File: src/rtl/dma_pkg.sv
// Shared definitions for the DMA device-side port: FSM encoding, default widths
// and transfer direction constants.
package dma_pkg;

  localparam int ADD_LEN_DEF  = 16;
  localparam int DATA_LEN_DEF = 16;

  localparam logic DIR_READ  = 1'b1;
  localparam logic DIR_WRITE = 1'b0;

  typedef enum logic [1:0] {
    ST_IDLE = 2'd0,
    ST_XFER = 2'd1,
    ST_DONE = 2'd2
  } dma_state_e;

endpackage

File: src/rtl/dma_device_port_if.sv
// Local command/stream signals plus the DMA controller handshake of one device port.
// master = the device port itself, slave = peripheral core and controller side.
interface dma_device_port_if
  import dma_pkg::*;
#(
  parameter int ADD_LEN  = ADD_LEN_DEF,
  parameter int DATA_LEN = DATA_LEN_DEF
) ();

  logic                cmd_valid;
  logic                cmd_ready;
  logic                cmd_rd_wr;
  logic [ADD_LEN-1:0]  cmd_words;
  logic [ADD_LEN:0]    cmd_addr;
  logic [DATA_LEN-1:0] wr_data;
  logic                wr_valid;
  logic                wr_ready;
  logic [DATA_LEN-1:0] rd_data;
  logic                rd_valid;
  logic                rd_ready;
  logic                done;
  logic                done_err;
  logic [ADD_LEN-1:0]  done_count;
  logic                rqst;
  logic                rd_wr;
  logic [ADD_LEN-1:0]  num_words;
  logic [ADD_LEN:0]    start_addr;
  logic                dev_ack;
  logic [DATA_LEN-1:0] dev_in;
  logic                dma_ack;
  logic [DATA_LEN-1:0] dev_out;
  logic                end_flag;

  modport master (
    input  cmd_valid, cmd_rd_wr, cmd_words, cmd_addr, wr_data, wr_valid, rd_ready,
           dma_ack, dev_out, end_flag,
    output cmd_ready, wr_ready, rd_data, rd_valid, done, done_err, done_count,
           rqst, rd_wr, num_words, start_addr, dev_ack, dev_in
  );

  modport slave (
    output cmd_valid, cmd_rd_wr, cmd_words, cmd_addr, wr_data, wr_valid, rd_ready,
           dma_ack, dev_out, end_flag,
    input  cmd_ready, wr_ready, rd_data, rd_valid, done, done_err, done_count,
           rqst, rd_wr, num_words, start_addr, dev_ack, dev_in
  );

endinterface

File: src/rtl/dma_dev_fifo.sv
// Synchronous FIFO of 2^BUF_DEPTH words; flush wins over push/pop, and a push
// into a full FIFO is taken only when a pop happens on the same edge.
module dma_dev_fifo #(
  parameter int DATA_LEN  = 16,
  parameter int BUF_DEPTH = 3
) (
  input  logic                clk,
  input  logic                reset,
  input  logic                push,
  input  logic                pop,
  input  logic                flush,
  input  logic [DATA_LEN-1:0] din,
  output logic [DATA_LEN-1:0] dout,
  output logic                full,
  output logic                empty
);

  logic [DATA_LEN-1:0]  mem_q [2**BUF_DEPTH];
  logic [BUF_DEPTH-1:0] wr_ptr_q;
  logic [BUF_DEPTH-1:0] rd_ptr_q;
  logic [BUF_DEPTH:0]   cnt_q;
  logic                 do_push_s;
  logic                 do_pop_s;

  // Occupancy never exceeds 2^BUF_DEPTH, so the top count bit alone means full.
  assign full      = cnt_q[BUF_DEPTH];
  assign empty     = (cnt_q == '0);
  assign do_pop_s  = pop && !empty;
  assign do_push_s = push && (!full || do_pop_s);
  assign dout      = mem_q[rd_ptr_q];

  // Storage, pointers and occupancy
  always_ff @(posedge clk or posedge reset) begin
    if (reset) begin
      wr_ptr_q <= '0;
      rd_ptr_q <= '0;
      cnt_q    <= '0;
      for (int i = 0; i < 2**BUF_DEPTH; i++) begin
        mem_q[i] <= '0;
      end
    end else if (flush) begin
      wr_ptr_q <= '0;
      rd_ptr_q <= '0;
      cnt_q    <= '0;
    end else begin
      if (do_push_s) begin
        mem_q[wr_ptr_q] <= din;
        wr_ptr_q        <= wr_ptr_q + 1'b1;
      end
      if (do_pop_s) begin
        rd_ptr_q <= rd_ptr_q + 1'b1;
      end
      case ({do_push_s, do_pop_s})
        2'b10:   cnt_q <= cnt_q + 1'b1;
        2'b01:   cnt_q <= cnt_q - 1'b1;
        default: cnt_q <= cnt_q;
      endcase
    end
  end

endmodule

File: src/rtl/dma_device_port.sv
// Device-side DMA request/handshake endpoint with a bidirectional word FIFO.
// Optional transfer watchdog is compiled in with DMA_DEV_TIMEOUT_EN.
module dma_device_port
  import dma_pkg::*;
#(
  parameter int ADD_LEN        = ADD_LEN_DEF,
  parameter int DATA_LEN       = DATA_LEN_DEF,
  parameter int BUF_DEPTH      = 3,
  parameter int TIMEOUT_CYCLES = 1024
) (
  input logic              clk,
  input logic              reset,
  dma_device_port_if.master bus
);

  dma_state_e          state_q, state_d;
  logic                rqst_q, rqst_d;
  logic                rd_wr_q, rd_wr_d;
  logic [ADD_LEN-1:0]  num_words_q, num_words_d;
  logic [ADD_LEN:0]    start_addr_q, start_addr_d;
  logic [ADD_LEN-1:0]  xfer_cnt_q, xfer_cnt_d;
  logic                done_q, done_d;
  logic                done_err_q, done_err_d;
  logic [ADD_LEN-1:0]  done_count_q, done_count_d;
  logic                tmo_q, tmo_d;

  logic                in_xfer_s, dev_ack_s, xfer_s, cmd_ready_s;
  logic                wr_ready_s, rd_valid_s, tmo_fire_s;
  logic                fifo_push_s, fifo_pop_s, fifo_flush_s, fifo_full_s, fifo_empty_s;
  logic [DATA_LEN-1:0] fifo_din_s, fifo_dout_s;

  assign in_xfer_s   = (state_q == ST_XFER);
  assign dev_ack_s   = in_xfer_s && ((rd_wr_q == DIR_READ) ? !fifo_full_s : !fifo_empty_s);
  assign xfer_s      = bus.dma_ack && dev_ack_s;
  assign cmd_ready_s = (state_q == ST_IDLE) && fifo_empty_s;
  assign wr_ready_s  = in_xfer_s && (rd_wr_q == DIR_WRITE) && !fifo_full_s;
  // Read words stay visible after DONE until drained; write words never leak out here.
  assign rd_valid_s  = (rd_wr_q == DIR_READ) && !fifo_empty_s;

  assign fifo_push_s  = (rd_wr_q == DIR_READ) ? xfer_s : (bus.wr_valid && wr_ready_s);
  assign fifo_pop_s   = (rd_wr_q == DIR_READ) ? (rd_valid_s && bus.rd_ready) : xfer_s;
  assign fifo_din_s   = (rd_wr_q == DIR_READ) ? bus.dev_out : bus.wr_data;
  assign fifo_flush_s = (state_q == ST_DONE) && ((rd_wr_q == DIR_WRITE) || tmo_q);

`ifdef DMA_DEV_TIMEOUT_EN
  localparam int TW = $clog2(TIMEOUT_CYCLES) + 1;
  logic [TW-1:0] to_cnt_q;

  assign tmo_fire_s = in_xfer_s && !xfer_s && (to_cnt_q == TW'(TIMEOUT_CYCLES - 1));

  // Idle-cycle watchdog, restarted by every word transfer
  always_ff @(posedge clk or posedge reset) begin
    if (reset) begin
      to_cnt_q <= '0;
    end else if (!in_xfer_s || xfer_s) begin
      to_cnt_q <= '0;
    end else begin
      to_cnt_q <= to_cnt_q + 1'b1;
    end
  end
`else
  assign tmo_fire_s = 1'b0;
`endif

  dma_dev_fifo #(
    .DATA_LEN  (DATA_LEN),
    .BUF_DEPTH (BUF_DEPTH)
  ) u_fifo (
    .clk   (clk),
    .reset (reset),
    .push  (fifo_push_s),
    .pop   (fifo_pop_s),
    .flush (fifo_flush_s),
    .din   (fifo_din_s),
    .dout  (fifo_dout_s),
    .full  (fifo_full_s),
    .empty (fifo_empty_s)
  );

  // Next-state and next-output logic for the command FSM
  always_comb begin
    state_d      = state_q;
    rqst_d       = rqst_q;
    rd_wr_d      = rd_wr_q;
    num_words_d  = num_words_q;
    start_addr_d = start_addr_q;
    xfer_cnt_d   = xfer_cnt_q;
    done_d       = 1'b0;
    done_err_d   = 1'b0;
    done_count_d = done_count_q;
    tmo_d        = tmo_q;
    case (state_q)
      ST_IDLE: begin
        if (bus.cmd_valid && cmd_ready_s) begin
          rd_wr_d      = bus.cmd_rd_wr;
          num_words_d  = bus.cmd_words;
          start_addr_d = bus.cmd_addr;
          xfer_cnt_d   = '0;
          tmo_d        = 1'b0;
          if (bus.cmd_addr[0]) begin
            state_d      = ST_DONE;
            done_d       = 1'b1;
            done_err_d   = 1'b1;
            done_count_d = '0;
          end else begin
            rqst_d  = 1'b1;
            state_d = ST_XFER;
          end
        end else begin
          state_d = ST_IDLE;
        end
      end
      ST_XFER: begin
        if (xfer_s) begin
          xfer_cnt_d = xfer_cnt_q + 1'b1;
        end else begin
          xfer_cnt_d = xfer_cnt_q;
        end
        // A word moving on the end_flag edge is already included in xfer_cnt_d.
        if (bus.end_flag) begin
          rqst_d       = 1'b0;
          state_d      = ST_DONE;
          done_d       = 1'b1;
          done_count_d = xfer_cnt_d;
          done_err_d   = (xfer_cnt_d != num_words_q);
        end else if (tmo_fire_s) begin
          rqst_d       = 1'b0;
          state_d      = ST_DONE;
          done_d       = 1'b1;
          done_count_d = xfer_cnt_q;
          done_err_d   = 1'b1;
          tmo_d        = 1'b1;
        end else begin
          state_d = ST_XFER;
        end
      end
      ST_DONE: begin
        state_d = ST_IDLE;
      end
      default: begin
        state_d = ST_IDLE;
        rqst_d  = 1'b0;
      end
    endcase
  end

  // FSM and request/status registers
  always_ff @(posedge clk or posedge reset) begin
    if (reset) begin
      state_q      <= ST_IDLE;
      rqst_q       <= 1'b0;
      rd_wr_q      <= 1'b0;
      num_words_q  <= '0;
      start_addr_q <= '0;
      xfer_cnt_q   <= '0;
      done_q       <= 1'b0;
      done_err_q   <= 1'b0;
      done_count_q <= '0;
      tmo_q        <= 1'b0;
    end else begin
      state_q      <= state_d;
      rqst_q       <= rqst_d;
      rd_wr_q      <= rd_wr_d;
      num_words_q  <= num_words_d;
      start_addr_q <= start_addr_d;
      xfer_cnt_q   <= xfer_cnt_d;
      done_q       <= done_d;
      done_err_q   <= done_err_d;
      done_count_q <= done_count_d;
      tmo_q        <= tmo_d;
    end
  end

  assign bus.cmd_ready  = cmd_ready_s;
  assign bus.wr_ready   = wr_ready_s;
  assign bus.rd_valid   = rd_valid_s;
  assign bus.rd_data    = fifo_dout_s;
  assign bus.dev_ack    = dev_ack_s;
  assign bus.dev_in     = fifo_dout_s;
  assign bus.rqst       = rqst_q;
  assign bus.rd_wr      = rd_wr_q;
  assign bus.num_words  = num_words_q;
  assign bus.start_addr = start_addr_q;
  assign bus.done       = done_q;
  assign bus.done_err   = done_err_q;
  assign bus.done_count = done_count_q;

endmodule

File: src/flat_wrapper.sv
// flat-port wrapper written by rule: the top's interface ports become plain ports
module dma_device_port_flat import dma_pkg::*;
#(
  parameter int ADD_LEN        = ADD_LEN_DEF,
  parameter int DATA_LEN       = DATA_LEN_DEF,
  parameter int BUF_DEPTH      = 3,
  parameter int TIMEOUT_CYCLES = 1024
)
  (clk, reset, bus_cmd_valid, bus_cmd_rd_wr, bus_cmd_words, bus_cmd_addr, bus_wr_data, bus_wr_valid, bus_rd_ready, bus_dma_ack, bus_dev_out, bus_end_flag, bus_cmd_ready, bus_wr_ready, bus_rd_data, bus_rd_valid, bus_done, bus_done_err, bus_done_count, bus_rqst, bus_rd_wr, bus_num_words, bus_start_addr, bus_dev_ack, bus_dev_in);
  dma_device_port_if #(.ADD_LEN(ADD_LEN), .DATA_LEN(DATA_LEN)) bus_i ();
  input logic clk;
  input logic reset;
  input wire logic [$bits(bus_i.cmd_valid)-1:0] bus_cmd_valid;
  input wire logic [$bits(bus_i.cmd_rd_wr)-1:0] bus_cmd_rd_wr;
  input wire logic [$bits(bus_i.cmd_words)-1:0] bus_cmd_words;
  input wire logic [$bits(bus_i.cmd_addr)-1:0] bus_cmd_addr;
  input wire logic [$bits(bus_i.wr_data)-1:0] bus_wr_data;
  input wire logic [$bits(bus_i.wr_valid)-1:0] bus_wr_valid;
  input wire logic [$bits(bus_i.rd_ready)-1:0] bus_rd_ready;
  input wire logic [$bits(bus_i.dma_ack)-1:0] bus_dma_ack;
  input wire logic [$bits(bus_i.dev_out)-1:0] bus_dev_out;
  input wire logic [$bits(bus_i.end_flag)-1:0] bus_end_flag;
  output wire logic [$bits(bus_i.cmd_ready)-1:0] bus_cmd_ready;
  output wire logic [$bits(bus_i.wr_ready)-1:0] bus_wr_ready;
  output wire logic [$bits(bus_i.rd_data)-1:0] bus_rd_data;
  output wire logic [$bits(bus_i.rd_valid)-1:0] bus_rd_valid;
  output wire logic [$bits(bus_i.done)-1:0] bus_done;
  output wire logic [$bits(bus_i.done_err)-1:0] bus_done_err;
  output wire logic [$bits(bus_i.done_count)-1:0] bus_done_count;
  output wire logic [$bits(bus_i.rqst)-1:0] bus_rqst;
  output wire logic [$bits(bus_i.rd_wr)-1:0] bus_rd_wr;
  output wire logic [$bits(bus_i.num_words)-1:0] bus_num_words;
  output wire logic [$bits(bus_i.start_addr)-1:0] bus_start_addr;
  output wire logic [$bits(bus_i.dev_ack)-1:0] bus_dev_ack;
  output wire logic [$bits(bus_i.dev_in)-1:0] bus_dev_in;
  assign bus_i.cmd_valid = bus_cmd_valid;
  assign bus_i.cmd_rd_wr = bus_cmd_rd_wr;
  assign bus_i.cmd_words = bus_cmd_words;
  assign bus_i.cmd_addr = bus_cmd_addr;
  assign bus_i.wr_data = bus_wr_data;
  assign bus_i.wr_valid = bus_wr_valid;
  assign bus_i.rd_ready = bus_rd_ready;
  assign bus_i.dma_ack = bus_dma_ack;
  assign bus_i.dev_out = bus_dev_out;
  assign bus_i.end_flag = bus_end_flag;
  assign bus_cmd_ready = bus_i.cmd_ready;
  assign bus_wr_ready = bus_i.wr_ready;
  assign bus_rd_data = bus_i.rd_data;
  assign bus_rd_valid = bus_i.rd_valid;
  assign bus_done = bus_i.done;
  assign bus_done_err = bus_i.done_err;
  assign bus_done_count = bus_i.done_count;
  assign bus_rqst = bus_i.rqst;
  assign bus_rd_wr = bus_i.rd_wr;
  assign bus_num_words = bus_i.num_words;
  assign bus_start_addr = bus_i.start_addr;
  assign bus_dev_ack = bus_i.dev_ack;
  assign bus_dev_in = bus_i.dev_in;
  dma_device_port #(.ADD_LEN(ADD_LEN), .DATA_LEN(DATA_LEN), .BUF_DEPTH(BUF_DEPTH), .TIMEOUT_CYCLES(TIMEOUT_CYCLES)) u_core (.clk(clk), .reset(reset), .bus(bus_i));
endmodule
File: config.mk
export PLATFORM = sky130hd
export DESIGN_NAME = dma_device_port_flat
export DESIGN_NICKNAME = d
export VERILOG_FILES = /design/src/rtl/dma_pkg.sv /design/src/rtl/dma_device_port_if.sv /design/src/rtl/dma_dev_fifo.sv /design/src/rtl/dma_device_port.sv /design/src/flat_wrapper.sv
export SDC_FILE = /design/constraint.sdc
export NUM_CORES = 1
export LEC_CHECK = 0
export CORE_ASPECT_RATIO = 1.2
export CORE_MARGIN = 2
export CORE_UTILIZATION = 54
export CTS_CLUSTER_SIZE = 20
export DETAILED_ROUTE_END_ITERATION = 10
export PLACE_DENSITY_LB_ADDON = 0.08
export SLEW_MARGIN = 10
export SYNTH_ARGS = -nofsm -noshare
export SYNTH_HDL_FRONTEND = slang
export SYNTH_HIERARCHICAL = 1
export SYNTH_SLANG_ARGS = --single-unit
File: constraint.sdc
create_clock -name clk -period 6.6 [get_ports clk]
set_clock_uncertainty 0.1 [all_clocks]
set_input_delay 1.32 -clock clk [delete_from_list [all_inputs] [get_ports clk]]
set_output_delay 1.32 -clock clk [all_outputs]
set_load 0.1 [all_outputs]
==> results.txt <==
* Slowest cell on crit path: sky130_fd_sc_hd__clkdlybuf4s50_1
- Max-cap violations in this run came to 0.
* Post-layout instance count excluding filler cells: 1184
- Prior to clock tree synthesis, the placed netlist has a worst setup slack of 1770 ps.
- The floorplan step set the die width to 129 um.
* Synthesis warning total: 6
* FILL cells: 1312
- Summing every instance area after synthesis gives 10100 sq um.
- For this configuration, the core starts out at a cell density of 55.1%.
* Worst-path fanout max: 21
* Fraction of layout cells with a size suffix above 1: 27.7%
* Top delay family on crit path: buffers and inverters
* Pins over their slew limit: 0
- Clock tree synthesis inserted a total of 22 buffers.
- Setup repair after global routing missed its margin: no
* Max clock buf depth: 3
- Antenna diodes: 0
- Time the worst path needs with I/O delays and setup: 5070 ps
* Average size of a mapped cell: 12.4 sq um
- The net count of the finished layout is 1023.
* Global router's overall resource usage: 24.3%
* Post-detailed-route DRC marker count: 0
- Proportion of synthesized flip-flops having asynchronous set or reset: 100%
- For the worst-skew pair, the clock arrives at the later sink with an insertion delay of 500 ps.
- Number of placed cells counting well taps: 1145
* Hold wc startpoint: u_core/bus.start_addr[16]
* Areal power density over the cells: 521 nW/um^2
- Synthesis produced a netlist with a net count of 891.
- Dominant cells by area after synthesis: sky130_fd_sc_hd__dfrtp_1 52%, sky130_fd_sc_hd__mux2_2 18%, sky130_fd_sc_hd__mux4_2 7.2%
* Detailed-routing iteration count for the pre-antenna-repair pass: 5
- Pin count of the biggest net entering global routing: 67
* Number of distinct standard cells referenced by the synthesized netlist: 60
- For the pin with the worst max-slew slack, the measured transition is 1200 ps.
- Final hold violation count: 0
- Biggest cell delay along the critical path: 990 ps
- Number of violations reported at the end of detailed-routing iteration 0: 411
- After synthesis the netlist holds a flip-flop and latch count of 208.
- Launching element of the worst setup path: u_core/u_fifo/rd_ptr_q[0]
- Area share of the leading cell type in the synthesized netlist: 51.7%
- Antenna-violating nets left: 0
* Post-synthesis to final-layout area growth: 24.0%
- The total overflow left after global routing is 0.
* Clock tree from TritonCTS: built
* Final routed wire length divided by cell count: 19.9 um
- Leading post-synthesis cells by instance count: 208 x sky130_fd_sc_hd__dfrtp_1, 163 x sky130_fd_sc_hd__mux2_2, 135 x sky130_fd_sc_hd__nand2_1
- After routing, the total negative slack on setup checks comes to 0 ps.
- # hold bufs at CTS: 0
* Number of buffer and inverter instances along the worst setup path: 2
* Total design power: 0.00651 W
- Most common cell in the synthesized netlist: sky130_fd_sc_hd__dfrtp_1
* Post-synthesis sequential area ratio: 51.7%
* CTS Root Cell: sky130_fd_sc_hd__clkbuf_16
- Clock-pin slew was measured on the worst setup and hold paths at 60 ps.
- The die covers 19700 sq um.
* Half-perimeter wire length after placement: 16100 um
- For this design, the sink count on the clock tree is 208.
- Input and output buffers added on the ports amount to 161.
- Final-report setup violation count: 0
* Outcome: complete, no violations
- Routability cong.: 0.861
- In the synthesized netlist the dominant register cell turns out to be sky130_fd_sc_hd__dfrtp_1.
- The worst hold path belongs to the class reg -> reg.
- The synthesized design spends more area on one cell type than any other, namely sky130_fd_sc_hd__dfrtp_1.
- Based on the critical path, the design can be clocked at up to 197 MHz.
- I/O pin count: 162
* Worst slew margin: 19.2%
- For the worst setup path, the data required time is 5180 ps.
- The worst setup path is of the reg -> out kind.
- Worst VDD drop: 0.522 mV
- Gates resized during post-CTS repair numbered 0.
* Worst reg2reg startpoint: u_core/u_fifo/cnt_q[3]
- Number of standard cells after synthesis: 813
- The signal on the critical path passes through buf_4 > mux4_2 > mux2_2 > clkdlybuf4s50_1.
* Via count of the first global-routing pass: 7393
* Number of setup buffers added after CTS: 0
- Number of flops mapped to enable cells by yosys: 0
- The initialized floorplan defines 54 standard-cell rows.
* Fin crit share: 76.8%
- In this run the standard cell core region covers 18200 sq um.
- Worst path arrival time: 3650 ps
- In this run the number of H-tree levels came out at 1.
- Overall die height: 154 um
- Setup slack on the critical path of the routed design comes to 1530 ps.
- The first global-routing pass estimated 38300 um of wire.
- Via Count: 6902
- Critical path endpoint category: primary output
- Final hold analysis gives a worst-case slack of 373 ps.
- Antenna violations before repair: 0
* Crit path launch type: register
- In the routed layout, each cell is associated on average with a via count of 5.83.
* Total routed wirelength: 23500 um
* Static leakage power: 5.69 nW
logic make-up (layout without fill, tap and decap cells):
kind of cell | Yosys count | after routing | share of synthesized area [%]
xor+xnor | 29 | 29 | 2.60
fa+ha+maj | 5 | 5 | 0.622
buf+inv | 72 | 219 | 3.67
compound gates | 73 | 73 | 4.49
mux | 200 | 200 | 26.1
simple gates | 226 | 226 | 10.8
flops | 208 | 208 | 51.7
power by group:
| group | switching, W | internal [W] | total (W) |
|---|---|---|---|
| clock network | 0.000494 | 0.000770 | 0.00126 |
| registers | 0.000293 | 0.00154 | 0.00183 |
| logic | 0.00242 | 0.000983 | 0.00341 |
| total | 0.00321 | 0.00329 | 0.00651 |
cells in the final DEF (no fill, tap or decap), drive strengths merged, types with 3 or more instances in the layout:
| master | synthesis | routed |
|---|---|---|
| a31oi | 4 | 4 |
| inv | 10 | 11 |
| mux2i | 4 | 4 |
| nand2b | 3 | 3 |
| o21ai | 33 | 33 |
| a22o | 3 | 3 |
| nor4 | 6 | 6 |
| clkdlybuf4s50 | 0 | 161 |
| and3 | 4 | 4 |
| xor2 | 15 | 15 |
| nor2b | 4 | 4 |
| buf | 35 | 9 |
| a21oi | 13 | 13 |
| ha | 5 | 5 |
| or3 | 4 | 4 |
| dfrtp | 208 | 208 |
| nand4 | 7 | 7 |
| nor3b | 7 | 7 |
| clkinv | 0 | 5 |
| nand3b | 3 | 3 |
| a21o | 3 | 3 |
| nand3 | 20 | 20 |
| xnor2 | 14 | 14 |
| mux4 | 32 | 32 |
| nand2 | 137 | 137 |
| clkbuf | 27 | 30 |
| mux2 | 164 | 164 |
| nor2 | 19 | 19 |
per-stage QoR:
stage | util, % | area (sq um)
2_1_floorplan | - | 10100
3_3_place_gp | 64.3 | 11700
3_5_place_dp | 64.3 | 11700
4_1_cts | 68.4 | 12500
5_1_grt | 68.4 | 12500
6_report | 68.4 | 12500
final timing paths:
path / cells past startpoint / end / slack [ps]
worst max register to register: 8 / u_core/u_fifo/mem_q[104] / 2340
max in group asynchronous: 3 / u_core/u_fifo/rd_ptr_q[0] / 4120
worst min-delay path: 2 / u_core/bus.start_addr[16] / 370
worst max-delay path: 4 / bus_rd_data[13] / 1530
min in group asynchronous: 2 / u_core/u_fifo/mem_q[124] / 1100
worst min register to register: 2 / u_core/bus.start_addr[16] / 370
worst register-to-register path: cells and delay by family, from the launching register on:
kind | cells | cell delay [ps]
AO/OA/AOI/OAI | 1 | 210
AND/OR/NAND/NOR | 5 | 2680
flip-flops | 1 | 510
multiplexers | 2 | 630
flip-flops by register name (all words and copies together), names as in the netlist, 3 cells and up:
name / count
u_core/u_fifo/cnt_q: 4
u_core/u_fifo/mem_q: 128
u_core/bus.start_addr: 17
u_core/xfer_cnt_q: 16
u_core/bus.done_count: 16
u_core/bus.num_words: 16
u_core/u_fifo/rd_ptr_q: 3
u_core/u_fifo/wr_ptr_q: 3
cell type report:
type | count | area, sq um | share of cell area, %
clock inverters | 9 | 101 | 0.812
clock buffers | 30 | 652 | 5.23
inverters | 10 | 40.0 | 0.321
well taps | 224 | 280 | 2.25
flip-flops and latches | 208 | 5210 | 41.7
repair buffers | 170 | 1680 | 13.5
multi-input cells | 533 | 4520 | 36.2
per-layer routing:
| metal | GRT usage [%] | vias to the layer above | wire (um) |
|---|---|---|---|
| li1 | - | 3141 | - |
| met1 | 29.5 | 3518 | 9230 |
| met2 | 44.8 | 192 | 12600 |
| met3 | 2.64 | 51 | 909 |
| met4 | 8.28 | 0 | 729 |
| met5 | 0 | - | 0 |
Power figures use the tool's default switching activity.
